### config.mk
export PLATFORM = sky130hd
export DESIGN_NAME = cache_control
export DESIGN_NICKNAME = d
export VERILOG_FILES = /design/src/rtl/cache_control.sv
export SDC_FILE = /design/constraint.sdc
export NUM_CORES = 1
export LEC_CHECK = 0
export ABC_AREA = 1
export BUFFER_PORTS_ARGS = -buffer_cell sky130_fd_sc_hd__buf_2
export CAP_MARGIN = 10
export CORE_AREA = 2 2 39 41
export DETAILED_ROUTE_END_ITERATION = 6
export DIE_AREA = 0 0 41 43
export PLACE_DENSITY = 0.72
export SLEW_MARGIN = 20
export SYNTH_ARGS = -nofsm -noshare
export SYNTH_HDL_FRONTEND = slang
export SYNTH_SLANG_ARGS = --single-unit
### constraint.sdc
create_clock -name clk -period 1.9 [get_ports clk]
set_input_delay 0.38 -clock clk [delete_from_list [all_inputs] [get_ports clk]]
set_output_delay 0.38 -clock clk [all_outputs]
set_load 0.005 [all_outputs]
### src/rtl/cache_control.sv
// cache_control: control FSM for the 2-way set-associative write-back L1 cache.
// Sweeps valid/dirty/LRU arrays after reset, serves 0-wait hits, and sequences writeback/allocate over pmem.
`timescale 1ns/1ps
module cache_control #(
    parameter int INDEX_BITS = 3
) (
    input  logic                  clk,
    input  logic                  reset,
    input  logic                  mem_read,
    input  logic                  mem_write,
    input  logic                  hit0,
    input  logic                  hit1,
    input  logic                  lru_out,
    input  logic                  dirty_lru,
    input  logic                  pmem_resp,
    output logic                  mem_resp,
    output logic                  pmem_read,
    output logic                  pmem_write,
    output logic                  pmem_addr_sel,
    output logic                  data_sel,
    output logic [1:0]            load_data,
    output logic [1:0]            load_tag,
    output logic [1:0]            load_valid,
    output logic                  valid_in,
    output logic [1:0]            load_dirty,
    output logic                  dirty_in,
    output logic                  lru_write,
    output logic                  lru_in,
    output logic                  init_active,
    output logic [INDEX_BITS-1:0] init_index
);
    typedef enum logic [1:0] {INIT, IDLE, WRITEBACK, ALLOCATE} state_t;
    state_t state, state_next;
    logic [INDEX_BITS-1:0] cnt;
    logic req, hit;
    logic [1:0] hit_mask, lru_mask;
    assign req = mem_read | mem_write;
    assign hit = hit0 | hit1;
    // a double hit resolves to way0
    assign hit_mask = hit0 ? 2'b01 : 2'b10;
    assign lru_mask = lru_out ? 2'b10 : 2'b01;
    always_ff @(posedge clk or posedge reset)
        if (reset) begin
            state <= INIT;
            cnt <= '0;
        end else begin
            state <= state_next;
            cnt <= (state == INIT) ? cnt + 1'b1 : '0;
        end
    always_comb begin
        state_next = state;
        mem_resp = 1'b0;
        pmem_read = 1'b0;
        pmem_write = 1'b0;
        pmem_addr_sel = 1'b0;
        data_sel = 1'b0;
        load_data = 2'b00;
        load_tag = 2'b00;
        load_valid = 2'b00;
        valid_in = 1'b0;
        load_dirty = 2'b00;
        dirty_in = 1'b0;
        lru_write = 1'b0;
        lru_in = 1'b0;
        init_active = 1'b0;
        init_index = '0;
        case (state)
            INIT: begin
                init_active = 1'b1;
                init_index = cnt;
                load_valid = 2'b11;
                load_dirty = 2'b11;
                lru_write = 1'b1;
                state_next = (cnt == '1) ? IDLE : INIT;
            end
            IDLE:
                if (req && hit) begin
                    mem_resp = 1'b1;
                    lru_write = 1'b1;
                    lru_in = hit0;
                    load_data = mem_write ? hit_mask : 2'b00;
                    load_dirty = mem_write ? hit_mask : 2'b00;
                    dirty_in = mem_write;
                end else if (req)
                    state_next = dirty_lru ? WRITEBACK : ALLOCATE;
            WRITEBACK: begin
                pmem_write = 1'b1;
                pmem_addr_sel = 1'b1;
                state_next = pmem_resp ? ALLOCATE : WRITEBACK;
            end
            ALLOCATE: begin
                pmem_read = 1'b1;
                // the line is installed even if the CPU has dropped its request
                if (pmem_resp) begin
                    load_data = lru_mask;
                    load_tag = lru_mask;
                    load_valid = lru_mask;
                    load_dirty = lru_mask;
                    data_sel = 1'b1;
                    valid_in = 1'b1;
                    state_next = IDLE;
                end
            end
        endcase
    end
endmodule

Word-level counts from Yosys, hierarchy flattened
Cells that the tools add are included.
W data, S select, Z words.
- memories kept: 0
- register bits after elaboration: 5
- memory bits (read-only): 0
- output and inout port bits: 21
- latch bits: 0
- word-level logic and storage cells: 45
- input bits: 9
- bits in writable memories: 0
- order comparisons: 0
- equality and inequality tests: 7
- shifts and indexed selects: 0
- bitwise operators: 2
- reductions and logical operators: 3
- multiply operators: 0
- multiplexer cells: 30
- divide/modulo/power cells: 0
- add/subtract/negate cells: 1
- operator list (kind ; count):
    $mux W2 ; 9
    $mux W1 ; 14
    $pmux W2 S2 ; 2
    $pmux W2 S4 ; 1
    $mux W3 ; 2
    $ne A2 B2 Y1 const B ; 3
    $pmux W2 S3 ; 1
    $eq A2 B2 Y1 const B ; 2
    $add A3 B1 Y3 const B ; 1
    $eq A3 B3 Y1 const B ; 1
    $reduce_and A3 Y1 ; 1
    $eq A2 B1 Y1 const B ; 1
    $logic_not A2 Y1 ; 1
    $or A1 B1 Y1 ; 2
    $pmux W1 S2 ; 1
    $logic_and A1 B1 Y1 ; 1

Logic depth before layout (Yosys ltp)
- depth in word-level cells: 4
- depth in mapped cells: 8
- mapped depth without buffers: 8

Least setup slack after synthesis
No wires, ideal clock.
- path kind: reg-to-output
- start point: reg state[0]
- end point: out load_dirty[1]
- path slack: 394 ps
- buffers on the path: 0
- arrival time: 1126 ps
- data required time: 1520 ps
- cell stages (with the launch flop): 8
- cells stage by stage: dfrtp_1 -> ha_1 -> nand2_1 -> inv_1 -> nand2_1 -> nand2_1 -> nand2_1 -> o21ai_0
- cells in the longest elaborated chain, start to end: 2
- elaborated cells on any way between the ends: 4
- classes of those cells: eq/ne: 2; mux: 1; reduce/logical: 1
- ends and longest elaborated chain (item ; RTL line ; source):
    start, declared ; 33 ; state_t state, state_next;
    start signal, assigned ; 47 ; state <= state_next;
    $eq A2 B2 Y1, or another cell as far along ; 67 ; case (state)
    $pmux W2 S3 * ; 67 ;
    end, declared ; 25 ; output logic [1:0] load_dirty,
Every way passes the cells marked *; elsewhere a longest branch is shown, timed or not.

Worst setup path in the final report
Same ends and word-level chain as after synthesis.

==> results.txt <==
Pin count of the biggest net entering global routing: 9
Top cell by count, worst path: nand2_1
Clock tree from TritonCTS: done
Final instance area: 719.4 µm²
Die area: 0.001763 mm²
Synthesized instance count: 75
DR pass1 iterations: 4
Min Hold Slack: 0.02390 ns
Worst Path Required: 1.52 ns
Number of global-route vias before repair: 486
Synthesis-to-layout area growth: 52.93%
Initial antenna violation count: 0
Synth Flop Type: dfrtp_1
Hpwl dp: 951.9 µm
Crit path launch type: register
GPL Wtd Cong: 0.7704
Slowest stage cell, crit path: dfrtp_2
Core Util, Final: 51.99%
PD cells: 1406 mW/mm²
Clock Path Buffers: 2
# IOs: 30
Ratio of cells with drive above 1 in the final layout: 43.24%
First-pass GRT wire length: 1849 µm
Final net count: 127
Endpoints failing hold: 0
Grt ovf: 0
Die Span Y: 43 µm
MaxCap Viol Count: 0
FF+latch area: 127.6 µm²
Most instantiated library cell after synthesis: nand2_1
Crit path max fanout: 6
DR DRC count: 0
Clock sinks: 5
Clock latency on the worst-skew pair: 0.24 ns
Initial core utilization: 34.00%
Clock Pin Slew Worst Setup and Hold Paths: 0.04 ns
CTS H-tree lvls: 1
R2R Path End: state[0]
Worst reg-to-reg path cell count: 8
Critical-path cell list: buf_4 -> ha_4 -> nand4_1 -> nand2_1 -> nand2_1 -> o21ai_0 -> buf_2
Peak supply drop: 728.3 µV
Worst Clk Skew: 0.003543 ns
Mapped Nets: 90
Maximum single-stage delay on the critical path: 0.45 ns
Lkg Pwr: 0.5162 nW
R2R Setup Slk: 0.52 ns
Inst Count DP: 118
Area leader, netlist: dfrtp_1
Post-synth EDFFs: 0
Slew HR: 84.75%
GRT Total Usage: 15.20%
Die Width: 41 µm
Final WS setup: 0.06948 ns
Syn avg cell area: 6.273 µm²
Final setup vio count: 0
Worst EP arrival: 1.45 ns
WS Path Type: reg -> out
CP endpoint kind: output pin
CP bufs+invs: 2
Ys async rst share: 100.0%
Wirelength, routed: 1222 µm
Synth cell count leaders: nand2_1 (25), inv_1 (18), ha_1 (6), nor2_1 (6), dfrtp_1 (5)
R2R Path Start: state[0]
Row cnt: 14
Vias: 567
CTS root buf: clkbuf_4
DRT iter0 DRCs: 6
Ant. Diodes: 0
Post-synth design cell area: 470.5 µm²
Vias per inst: 4.465
Number of synthesized register bits: 5
Routed WL per cell: 9.622 µm
Worst slack at placement: 0.1998 ns
Min cycle time layout: 1.831 ns
Port-buffer cells: 29
Post-synth top area share: 26.60%
Final antenna-violating net count: 0
Top cells by area, synth: dfrtp_1 (27%), nand2_1 (20%), ha_1 (16%)
Worst-Margin Slew: 0.2279 ns
Placement Cell Area: 620.6 µm²
Register area share after synthesis: 26.60%
CTS Buf Count: 3
CP delay by family, top: flip-flops
F_max: 0.5463 GHz
Synth warnings: 0
Layout Cells excl Fill: 127
Crit share post-route: 96.34%
Hold Crit Class: in -> async
Core Area: 0.001384 mm²
Multi-input gate area: 291.5 µm²
Status: completed
Slew Viols, Final: 0
Synth cell types: 14
Layout fillers: 154
==> area by class of cell <==
cell class / count / share of cell area, %
multi-input cells: 49 / 40.52
repair buffers: 34 / 25.39
flip-flops and latches: 5 / 17.74
inverters: 19 / 9.913
clock buffers: 4 / 3.652
well taps: 16 / 2.783
==> how the worst max path moves through the flow <==
stage / from / end / slack, ns / depth (start not counted)
detailed placement: state[0] / load_dirty[1] / 0.20 / 8
CTS: state[1] / load_dirty[1] / 0.008 / 7
global route: state[0] / load_dirty[1] / -0.01 / 7
global placement: state[0] / load_dirty[1] / 0.25 / 8
floorplan: state[0] / load_dirty[1] / 0.39 / 7
finish: state[0] / load_dirty[1] / 0.07 / 7
==> cells by family (layout without fill, tap and decap cells) <==
group	Yosys count	in the layout	share of synthesized area (%)
AOI/OAI and AO/OA	6	6	7.180
buffers and inverters	21	57	18.35
DFF	5	5	26.60
adders and majority gates	6	6	15.96
and+or+nand+nor	37	37	31.92
==> state kept, by name, indices dropped and copies added, names as in the netlist <==
| signal | flops |
|---|---|
| state | 2 |
| cnt | 3 |
==> cells in the final DEF, fill, tap and decap left out, types with 2 or more instances in the layout <==
cell      count
buf_2        29
nand2_1      23
inv_1        17
nor2_1        6
buf_4         5
nand3_1       3
o21ai_0       3
ha_1          3
clkbuf_4      3
dfrtp_1       3
inv_2         2
nand2_2       2
a21oi_1       2
ha_4          2
dfrtp_2       2
==> power by group <==
group	internal, mW	total, mW	switching [mW]
sequential	0.153	0.206	0.0535
clock	0.0792	0.121	0.0414
combinational	0.327	0.685	0.358
==> timing repair <==
| action | CTS | global route |
|---|---|---|
| pin swaps | 0 | 1 |
| hold buffers | 0 | 0 |
| resized for setup | 4 | 6 |
| endpoints found under the setup margin | 2 | 5 |
| buffers inserted | 1 | 4 |
| hold endpoints to repair | 0 | 0 |
==> per-stage QoR <==
stage | setup TNS (ns) | power (mW)
4_1_cts | 0 | 0.9330
6_report | 0 | 1.012
2_1_floorplan | 0 | 0.5542
3_5_place_dp | 0 | 0.7716
5_1_grt | -0.01316 | 1.127
3_3_place_gp | 0 | 0.7525
==> metal layers <==
layer	global-route usage [%]	share of wire [%]	up-vias	wire length, µm
met2	23.75	52	20	640
met1	19.54	41	252	497
met4	4.000	0	0	0
li1	-	-	295	-
met5	0	0	-	0
met3	4.712	6.9	0	84
Note: power is estimated with default switching activity, not from simulation.
